**config.mk**
```make
export PLATFORM = sky130hd
export DESIGN_NAME = ctrl_unit_fsm
export DESIGN_NICKNAME = d
export VERILOG_FILES = /design/src/rtl/ctrl_pkg.sv /design/src/rtl/ctrl_unit_fsm.sv
export SDC_FILE = /design/constraint.sdc
export NUM_CORES = 1
export LEC_CHECK = 0
export BUFFER_PORTS_ARGS = -buffer_cell sky130_fd_sc_hd__buf_4
export CAP_MARGIN = 10
export CORE_AREA = 2 2 58 60
export CTS_CLUSTER_SIZE = 28
export DETAILED_ROUTE_END_ITERATION = 8
export DIE_AREA = 0 0 60 62
export MAX_ROUTING_LAYER = met4
export PLACE_DENSITY = 0.59
export SYNTH_ARGS = -nofsm -noshare
export SYNTH_HDL_FRONTEND = slang
export SYNTH_SLANG_ARGS = --single-unit
```
**constraint.sdc**
```tcl
create_clock -name clk -period 1.52 [get_ports clk]
set_input_delay 0.152 -clock clk [delete_from_list [all_inputs] [get_ports clk]]
set_output_delay 0.152 -clock clk [all_outputs]
set_load 0.01 [all_outputs]
```
**src/rtl/ctrl_pkg.sv**
```systemverilog
// Shared encodings for the multicycle control unit: state enum, opcode/funct
// constants, datapath select codes and ALU operation codes.
package ctrl_pkg;

    typedef enum logic [3:0] {
        RST       = 4'd0,
        FETCH     = 4'd1,
        DECODE    = 4'd2,
        EXEC_R    = 4'd3,
        R_WB      = 4'd4,
        MEM_ADDR  = 4'd5,
        MEM_READ  = 4'd6,
        MEM_WB    = 4'd7,
        MEM_WRITE = 4'd8,
        BRANCH    = 4'd9,
        JUMP      = 4'd10,
        ADDI_EX   = 4'd11,
        ADDI_WB   = 4'd12,
        BAD       = 4'd13
    } state_t;

    localparam logic [5:0] OP_RTYPE = 6'h00;
    localparam logic [5:0] OP_LW    = 6'h23;
    localparam logic [5:0] OP_SW    = 6'h2B;
    localparam logic [5:0] OP_BEQ   = 6'h04;
    localparam logic [5:0] OP_BNE   = 6'h05;
    localparam logic [5:0] OP_J     = 6'h02;
    localparam logic [5:0] OP_ADDI  = 6'h08;

    localparam logic [5:0] FN_ADD = 6'h20;
    localparam logic [5:0] FN_SUB = 6'h22;
    localparam logic [5:0] FN_AND = 6'h24;
    localparam logic [5:0] FN_XOR = 6'h26;

    localparam logic [1:0] SRCB_B       = 2'b00;
    localparam logic [1:0] SRCB_4       = 2'b01;
    localparam logic [1:0] SRCB_IMM     = 2'b10;
    localparam logic [1:0] SRCB_IMM_SL2 = 2'b11;

    localparam logic [2:0] ALU_NOP = 3'b000;
    localparam logic [2:0] ALU_ADD = 3'b001;
    localparam logic [2:0] ALU_SUB = 3'b010;
    localparam logic [2:0] ALU_AND = 3'b011;
    localparam logic [2:0] ALU_XOR = 3'b110;

    localparam logic [1:0] PC_ALU    = 2'b00;
    localparam logic [1:0] PC_ALUOUT = 2'b01;
    localparam logic [1:0] PC_JUMP   = 2'b10;

    // ALU_NOP doubles as the "unsupported funct" marker since every legal op is nonzero.
    function automatic logic [2:0] funct_alu(input logic [5:0] f);
        case (f)
            FN_ADD:  return ALU_ADD;
            FN_SUB:  return ALU_SUB;
            FN_AND:  return ALU_AND;
            FN_XOR:  return ALU_XOR;
            default: return ALU_NOP;
        endcase
    endfunction

endpackage

```
**src/rtl/ctrl_unit_fsm.sv**
```systemverilog
// Multicycle control FSM: sequences fetch/decode/execute/memory/writeback and
// decodes datapath selects and write enables from the current state.
module ctrl_unit_fsm
    import ctrl_pkg::*;
#(
    parameter int unsigned MEM_WAIT = 1
) (
    input  logic       clk,
    input  logic       reset,
    input  logic [5:0] opcode,
    input  logic [5:0] funct,
    input  logic       zero,
    output logic       pc_write,
    output logic       iord,
    output logic       mem_wr,
    output logic       ir_wr,
    output logic       mdr_wr,
    output logic       a_wr,
    output logic       b_wr,
    output logic       alu_out_wr,
    output logic       reg_wr,
    output logic       reg_dst,
    output logic       mem_to_reg,
    output logic       srcA_selector,
    output logic [1:0] srcB_selector,
    output logic [2:0] alu_op,
    output logic [1:0] pc_source,
    output logic       error,
    output logic [3:0] state_dbg
);

    localparam logic [2:0] WAIT_LAST = 3'(MEM_WAIT);

    state_t     state;
    logic [2:0] cnt;
    logic       mem_done;
    logic [2:0] r_alu;

    assign mem_done = (cnt == WAIT_LAST);
    assign r_alu    = funct_alu(funct);

    always_ff @(posedge clk or negedge reset) begin
        if (!reset) begin
            state <= RST;
            cnt   <= 3'd0;
        end else begin
            case (state)
                RST: state <= FETCH;
                FETCH, MEM_READ: begin
                    if (mem_done) begin
                        cnt   <= 3'd0;
                        state <= (state == FETCH) ? DECODE : MEM_WB;
                    end else begin
                        cnt <= cnt + 3'd1;
                    end
                end
                DECODE: begin
                    case (opcode)
                        OP_RTYPE:      state <= EXEC_R;
                        OP_LW, OP_SW:  state <= MEM_ADDR;
                        OP_BEQ, OP_BNE: state <= BRANCH;
                        OP_J:          state <= JUMP;
                        OP_ADDI:       state <= ADDI_EX;
                        default:       state <= BAD;
                    endcase
                end
                EXEC_R:   state <= (r_alu != ALU_NOP) ? R_WB : BAD;
                MEM_ADDR: state <= (opcode == OP_LW) ? MEM_READ : MEM_WRITE;
                ADDI_EX:  state <= ADDI_WB;
                R_WB, MEM_WB, MEM_WRITE, BRANCH, JUMP, ADDI_WB: state <= FETCH;
                BAD:      state <= BAD;
                default:  state <= RST;
            endcase
        end
    end

    // Output decode is purely combinational so async reset drops every enable at once.
    always_comb begin
        pc_write      = 1'b0;
        iord          = 1'b0;
        mem_wr        = 1'b0;
        ir_wr         = 1'b0;
        mdr_wr        = 1'b0;
        a_wr          = 1'b0;
        b_wr          = 1'b0;
        alu_out_wr    = 1'b0;
        reg_wr        = 1'b0;
        reg_dst       = 1'b0;
        mem_to_reg    = 1'b0;
        srcA_selector = 1'b0;
        srcB_selector = SRCB_B;
        alu_op        = ALU_NOP;
        pc_source     = PC_ALU;
        error         = 1'b0;
        case (state)
            FETCH: begin
                srcB_selector = SRCB_4;
                alu_op        = ALU_ADD;
                ir_wr         = mem_done;
                pc_write      = mem_done;
            end
            DECODE: begin
                srcB_selector = SRCB_IMM_SL2;
                alu_op        = ALU_ADD;
                alu_out_wr    = 1'b1;
                a_wr          = 1'b1;
                b_wr          = 1'b1;
            end
            EXEC_R: begin
                srcA_selector = 1'b1;
                alu_op        = r_alu;
                alu_out_wr    = (r_alu != ALU_NOP);
            end
            R_WB: begin
                reg_wr  = 1'b1;
                reg_dst = 1'b1;
            end
            MEM_ADDR, ADDI_EX: begin
                srcA_selector = 1'b1;
                srcB_selector = SRCB_IMM;
                alu_op        = ALU_ADD;
                alu_out_wr    = 1'b1;
            end
            MEM_READ: begin
                iord   = 1'b1;
                mdr_wr = mem_done;
            end
            MEM_WB: begin
                reg_wr     = 1'b1;
                mem_to_reg = 1'b1;
            end
            MEM_WRITE: begin
                iord   = 1'b1;
                mem_wr = 1'b1;
            end
            BRANCH: begin
                srcA_selector = 1'b1;
                alu_op        = ALU_SUB;
                pc_source     = PC_ALUOUT;
                pc_write      = ((opcode == OP_BEQ) && zero) || ((opcode == OP_BNE) && !zero);
            end
            JUMP: begin
                pc_source = PC_JUMP;
                pc_write  = 1'b1;
            end
            ADDI_WB: reg_wr = 1'b1;
            BAD:     error  = 1'b1;
            default: ;
        endcase
    end

    assign state_dbg = state;

endmodule
```
==> impl_metrics.ini, run 1 <==
[hold_path]
worstHoldPathCells = 3
hold_start = opcode[4]
min_to = state_dbg[3]
holdCritPathClass = input port to flip-flop

[die]
dieArea_sq_um = 3720
start_util_pct = 23.3
die-width_microns = 60
core-area_sq_um = 3180
fp-row-count = 21
die_y_microns = 62
io_pins = 39

[routing]
avgRoutedWirePerCell_microns = 13.5
vias_per_cell = 4.66
drtIter0Drc = 37
finalWirelength_mm = 3.08
drc = 0
drtPass1Iterations = 4
final_antenna_net_count = 0
num_vias = 1062

[clocking]
root_buffer = clkbuf_4
clk_path_buf_depth = 2
htree_levels = 1
cts_made_buffers = 3
clock_sinks = 7
clk_pin_slew_worst_paths_ns = 0.05
cts_tree = done
insertion_delay_ns = 0.26

[sta]
fmaxAchievable_mhz = 580
tightest_slew_ns = 0.484
finalHoldViolations = 0
worst_slack_ns = -0.203
drv_slew = 0
fin_crit_ns = 1.72
maxSlewHeadroom_pct = 67.5
finClkSkew_ns = 0.00796
fin_crit_sh_pct = 113
finalSetupViolCount = 15
rsz0062_at_grt = true

[synth]
yosysSeqAreaShare_pct = 23.6
syn_area_per_cell_sq_um = 7.13
yosysTopAreaCell = dfrtp_1
ys.flop_type = dfrtp_1
synth_top_area_share_pct = 23.6
ys_warn_count = 0
ys_seq_elements = 7
synth_edf_count = 0
async_reset_ff_share_pct = 100
yosysUniqueCellTypes = 36
synth_nets = 119
netlist_instances = 104
synth_area_leaders = dfrtp_1, nor2_1, xor2_1
netlist_area_sq_um = 742

[flow_run]
drv_cap = 0

[power]
power.density_nw_per_um2 = 1770
p_seq_share_pct = 11.7
internal_power_mw = 1.73
combPwrFrac_pct = 82.4
sw_frac_of_total_pct = 43.1
vdd_drop_max_uv = 975
finalPower_mw = 3.05
p_leak_nw = 0.811
switchingPower_mw = 1.31
pwr-share-clk_pct = 5.9

[final_layout]
fill_cells = 298
final_cell_mix = buf_4, buf_6, nor2_1, nand2_1
nets = 198
antennaDiodeCount = 0
regArea_sq_um = 179
multi_input_area_sq_um = 716
syn2layout_area_growth_pct = 132
utilization_pct = 54.0
drive_above_1_share_pct = 65.9
final_common_cell = buf_4

[global_routing]
antenna_found_initial = 0
grt_overflow = 0
grt_pass1_wl_mm = 3.68
grt_util_all_layers_pct = 13.4
grt_start_max_net_pins = 12
grt_pass1_vias = 833

[worst_setup_path]
critPathLaunchType = input port
arrival_ns = 1.57
rrSetupSlack_ns = 0.02
rr_endpoint = state_dbg[0]
end_kind = output pin
path_max_fanout = 3
rr_startpoint = state_dbg[3]
cp.required_ns = 1.37
worst-r2r-cell-count = 7
path_class = input port to output pin

[place]
io_buffers = 38
hpwl_mm = 2.01
place_congestion = 0.822

[outcome]
violations = negative setup slack
status = complete, but fails checks
-- sequential cells by signal, summed over array words and instances, names as in the netlist --
signal and flops:
cnt 3, state_dbg 4
-- layout make-up --
class	instances	area share [%]
timing repair buffer	83	42.1
multi-input combinational	84	41.7
sequential	7	10.4
tap	46	3.35
clock buffer	3	1.31
inverter	4	0.874
clock inverter	1	0.291
-- routing by layer --
layer | vias to the layer above | global-route usage [%] | routed length, microns
li1 | 531 | - | -
met1 | 500 | 17.1 | 1350
met2 | 27 | 23.0 | 1600
met3 | 4 | 2.69 | 121
met4 | 0 | 0.952 | 11
met5 | - | - | 0
-- critical path, stage by stage --
cell and delay [ns]:
buf_4 0.12, or4b_4 0.51, or4_4 0.55, o22ai_2 0.11, buf_4 0.14
-- worst max-delay path by stage --
| stage | startpoint | endpoint | cells after the start |
|---|---|---|---|
| global placement | funct[0] | alu_op[1] | 5 |
| floorplan | state_dbg[1] | pc_write | 5 |
| finish | funct[3] | alu_op[1] | 5 |
| global route | state_dbg[1] | pc_write | 6 |
| detailed placement | funct[0] | alu_op[1] | 5 |
| CTS | state_dbg[0] | alu_op[1] | 5 |
-- power groups by stage --
stage | clock [mW] | combinational [mW] | sequential, mW
finish | 0.180 | 2.51 | 0.357
global route | 0.191 | 2.67 | 0.367
CTS | 0.178 | 1.84 | 0.347
detailed placement | 0 | 1.67 | 0.337
global placement | 0 | 1.65 | 0.336
floorplan | 0 | 0.848 | 0.319
-- repair_timing --
action                                  4_1_cts  5_1_grt
endpoints found under the setup margin       18       19
gates resized for setup                      17       49
setup buffers                                 4       16
pin swaps                                     4       17
hold buffers                                  1        0
endpoints found under the hold margin         7        0
-- logic make-up after synthesis --
family	synth area share, %
AND/OR/NAND/NOR	40.0
AO/OA/AOI/OAI	20.2
buffers and inverters	7.42
flip-flops	23.6
XOR/XNOR	5.90
multiplexers	2.87
-- per-stage QoR --
stage / TNS (ns) / hold slack, ns / instance area, sq um / std cells / setup WS (ns)
3_5_place_dp: -0.560 / -0.0329 / 1250 / 203 / -0.226
3_3_place_gp: -0.487 / -0.0358 / 1250 / 203 / -0.189
2_1_floorplan: -0.0878 / -0.144 / 766 / 104 / -0.0615
5_1_grt: -2.61 / 0.238 / 1720 / 228 / -0.264
6_report: -1.64 / 0.208 / 1720 / 228 / -0.203
4_1_cts: -1.35 / 0.198 / 1370 / 212 / -0.201
-- cell usage after synthesis, types with 3 or more instances --
cell / n
nor2_1: 18
nand2_1: 8
nor3_1: 8
dfrtp_1: 7
nand2b_1: 5
o21ai_0: 5
xor2_1: 5
clkbuf_1: 4
inv_1: 4
nor2b_1: 3
(Power assumes the default switching activity.)
==> run 2: changes to the inputs <==
- PLACE_DENSITY: 0.59 -> 0.57
- clock period: 1.52 -> 1.7 ns (I/O delays scaled with it)
==> impl_metrics.ini, run 2 (synthesized netlist as in run 1, its figures left out) <==
[sta]
fmaxAchievable_mhz = 589
hold_slack_ns = 0.202
maxSlewHeadroom_pct = 69.7
finClkSkew_ns = 0.00442
rsz0062_at_grt = true
fin_crit_ns = 1.70
tightest_slew_ns = 0.451
finalSetupViolCount = 0
drv_slew = 0
finalHoldViolations = 0
fin_crit_sh_pct = 99.8

[clocking]
cts_tree = done
clock_sinks = 7
insertion_delay_ns = 0.26
clk_pin_slew_worst_paths_ns = 0.06
cts_made_buffers = 3
root_buffer = clkbuf_4
clk_path_buf_depth = 2
htree_levels = 1

[routing]
drc = 0
avgRoutedWirePerCell_microns = 12.0
wl_met3_microns = 96
finalWirelength_mm = 2.49
vias_per_cell = 4.66
num_vias = 965
met2_length_mm = 1.25
top_layer_used = met3
met1_length_mm = 1.15
drtIter0Drc = 25
drtPass1Iterations = 4
final_antenna_net_count = 0

[worst_setup_path]
path_class = flip-flop to output pin
path_delay_family = simple AND/OR/NAND/NOR gates
crit_slowest_cell = or4_4
path_max_fanout = 7
arrival_ns = 1.53
critPathLaunchType = flip-flop
max_stage_delay_ns = 0.50
cp.required_ns = 1.53
crit_chain = nand2_2 -> or4_4 -> o22ai_2 -> buf_4
end_kind = output pin
path_buf_inv = 1

[global_routing]
grt_overflow = 0
grt_util_all_layers_pct = 14.4
antenna_found_initial = 0
grt_start_max_net_pins = 13
grt_pass1_wl_mm = 4.00
grt_pass1_vias = 926

[hold_path]
holdCritPathClass = input port to flip-flop

[die]
fp-row-count = 21
dieArea_sq_um = 3720
io_pins = 39
die-width_microns = 60
start_util_pct = 23.3
core-area_sq_um = 3180
die_y_microns = 62

[final_layout]
antennaDiodeCount = 0
nets = 177
utilization_pct = 41.2
finalNonFillerCells = 207
final_cell_mix = buf_4, nor2_1, nor3_1, nand2_1
largest_register_ffs = 4
syn2layout_area_growth_pct = 76.7
final_common_cell = buf_4
drive_above_1_share_pct = 49.7

[outcome]
status = completed

[power]
finalPower_mw = 2.04
power.density_nw_per_um2 = 1560
vdd_drop_max_uv = 612
p_leak_nw = 0.640

[place]
place_congestion = 0.793
hpwl_mm = 1.90
dp.cells = 195
io_buffers = 38

[flow_run]
drv_cap = 0
==> run 2: changes by cell type in the layout (fill, tap and decap cells not counted), sizes merged <==
cell | previous run | this run
buf | 82 | 61
==> run 2: layout make-up <==
type                       instances  area [sq um]
fill                             338          1870
multi-input combinational         84           559
timing repair buffer              62           472
sequential                         7           180
tap                               46          57.6
clock buffer                       3          22.5
inverter                           4          15.0
clock inverter                     1          5.00
==> run 2: what timing repair did <==
item                                    4_1_cts  5_1_grt
hold endpoints to repair                      7        0
gates cloned                                  0        0
endpoints found under the setup margin       11        9
hold buffers                                  1        0
buffers inserted                              7        0
pin swaps                                     3        1
gates resized for setup                      10        5
==> run 2: path summary, 6_finish.rpt <==
kind / end / depth (start not counted) / slack [ns] / start
max: alu_op[1] / 4 / 0.003 / state_dbg[0]
min: state_dbg[3] / 3 / 0.20 / opcode[4]
max reg2reg: cnt[1] / 5 / 0.08 / state_dbg[0]
min reg2reg: cnt[0] / 1 / 0.50 / cnt[0]
max in group asynchronous: state_dbg[2] / 2 / 1.32 / reset
min in group asynchronous: cnt[0] / 2 / 0.25 / reset
==> run 2: layer usage <==
| metal | vias up | global-route usage (%) |
|---|---|---|
| met1 | 461 | 17.9 |
| li1 | 483 | - |
| met4 | 0 | 2.86 |
| met2 | 21 | 24.5 |
| met3 | 0 | 2.69 |
| met5 | - | - |
==> run 2: metrics by stage <==
stage	cell area (sq um)	TNS, ns	worst slack (ns)
after floorplan	742	0	0.0550
after global placement	1160	-0.0581	-0.0368
after detailed placement	1160	-0.121	-0.0798
after CTS	1290	-0.00425	-0.00425
after global routing	1310	-0.484	-0.0971
final	1310	0	0.00348
==> run 2: worst register-to-register path, cell delays in order (launching register included) <==
cell	delay, ns
dfrtp_2	0.43
buf_4	0.16
nand2b_1	0.08
o32ai_1	0.40
nand2_1	0.11
mux2_1	0.31
==> run 2: power by group <==
group / switching, mW / leakage, nW / total [mW] / internal (mW)
sequential: 0.0834 / 0.0848 / 0.313 / 0.230
combinational: 0.763 / 0.537 / 1.57 / 0.810
clock: 0.0716 / 0.0177 / 0.158 / 0.0865
==> run 3: changes to the inputs <==
- MAX_ROUTING_LAYER: met4 -> not set
==> impl_metrics.ini, run 3 (synthesized netlist as in run 1, its figures left out) <==
[clocking]
clk_path_buf_depth = 2
htree_levels = 1
clock_sinks = 7
insertion_delay_ns = 0.26
cts_tree = done
cts_made_buffers = 3
root_buffer = clkbuf_4
clk_pin_slew_worst_paths_ns = 0.06

[sta]
finalHoldViolations = 0
fmaxAchievable_mhz = 590
worst_slack_ns = 0.00433
finalSetupViolCount = 0
fin_crit_ns = 1.70
maxSlewHeadroom_pct = 69.7
tightest_slew_ns = 0.451
finClkSkew_ns = 0.00440
setup_tns_ns = 0
rsz0062_at_grt = true
drv_slew = 0
hold_slack_ns = 0.202
fin_crit_sh_pct = 99.7

[worst_setup_path]
arrival_ns = 1.53
max_stage_delay_ns = 0.50
rrSetupSlack_ns = 0.08
critPathLaunchType = flip-flop
crit_slowest_cell = or4_4
crit_chain = nand2_2 -> or4_4 -> o22ai_2 -> buf_4
path_max_fanout = 7
path_class = flip-flop to output pin
cp.required_ns = 1.53
worst-r2r-cell-count = 5
end_kind = output pin

[final_layout]
final_cell_mix = buf_4, nor2_1, nor3_1, nand2_1
antennaDiodeCount = 0
syn2layout_area_growth_pct = 76.7
drive_above_1_share_pct = 49.7
utilization_pct = 41.2
nets = 177
largest_register_ffs = 4
final_common_cell = buf_4

[die]
die_y_microns = 62
io_pins = 39
core-area_sq_um = 3180
die-width_microns = 60
fp-row-count = 21
dieArea_sq_um = 3720
start_util_pct = 23.3

[routing]
drtIter0Drc = 33
vias_per_cell = 4.66
num_vias = 964
finalWirelength_mm = 2.49
drtPass1Iterations = 4
avgRoutedWirePerCell_microns = 12.0
final_antenna_net_count = 0
drc = 0

[power]
vdd_drop_max_uv = 612
p_leak_nw = 0.640
power.density_nw_per_um2 = 1560

[global_routing]
grt_pass1_wl_mm = 4.00
grt_util_all_layers_pct = 14.0
grt_start_max_net_pins = 13
grt_overflow = 0
grt_pass1_vias = 926
antenna_found_initial = 0

[outcome]
status = completed

[hold_path]
worstHoldPathCells = 3
holdCritPathClass = input port to flip-flop

[place]
io_buffers = 38
hpwl_mm = 1.90
place_congestion = 0.782
preCtsSetupSlack_ns = -0.0798

[flow_run]
drv_cap = 0
[run 3: cell counts in the layout (fill, tap and decap cells not counted)]
Identical to the previous run, type by type.
[run 3: worst max-delay path, delay by kind of cell, from the launching register on]
| kind | cells | cell delay, ns |
|---|---|---|
| buf+inv | 1 | 0.14 |
| simple gates | 2 | 0.58 |
| compound gates | 1 | 0.11 |
| flops | 1 | 0.43 |
[run 3: metal layers]
metal  GRT usage (%)  vias up  part of all wire, %
met5               0        -                    0
met4            2.86        0                    0
met3            2.90        0                  4.2
met2            24.5       21                   50
met1            17.8      461                   46
li1                -      482                    -
[run 3: worst paths after layout]
kind,startpoint,end
min reg2reg,cnt[0],cnt[0]
min in group asynchronous,reset,cnt[0]
max in group asynchronous,reset,state_dbg[2]
max reg2reg,state_dbg[0],cnt[1]
min,opcode[4],state_dbg[3]
max,state_dbg[0],alu_op[1]
[run 3: through the flow]
| stage | power [mW] | instances | instance area [sq um] |
|---|---|---|---|
| final | 2.04 | 207 | 1310 |
| after global routing | 2.22 | 207 | 1310 |
| after CTS | 1.99 | 207 | 1290 |
| after detailed placement | 1.66 | 195 | 1160 |
| after global placement | 1.65 | 195 | 1160 |
| after floorplan | 0.994 | 104 | 742 |
[run 3: area by class of cell]
cell class                 count  area (sq um)
clock buffer                   3          22.5
clock inverter                 1          5.00
fill                         338          1870
inverter                       4          15.0
multi-input combinational     84           559
sequential                     7           180
tap                           46          57.6
timing repair buffer          62           472
[run 3: repair_timing]
| action | in CTS | in global routing |
|---|---|---|
| hold buffers | 1 | 0 |
| buffers inserted | 7 | 0 |
| setup endpoints to repair | 11 | 9 |
| pin swaps | 3 | 1 |
| hold endpoints to repair | 7 | 0 |
| resized for setup | 10 | 5 |
[run 3: report_power, final]
group          leakage, nW  switching [mW]  internal [mW]
Sequential          0.0848          0.0832          0.230
Clock               0.0177          0.0716         0.0865
Combinational        0.537           0.762          0.810
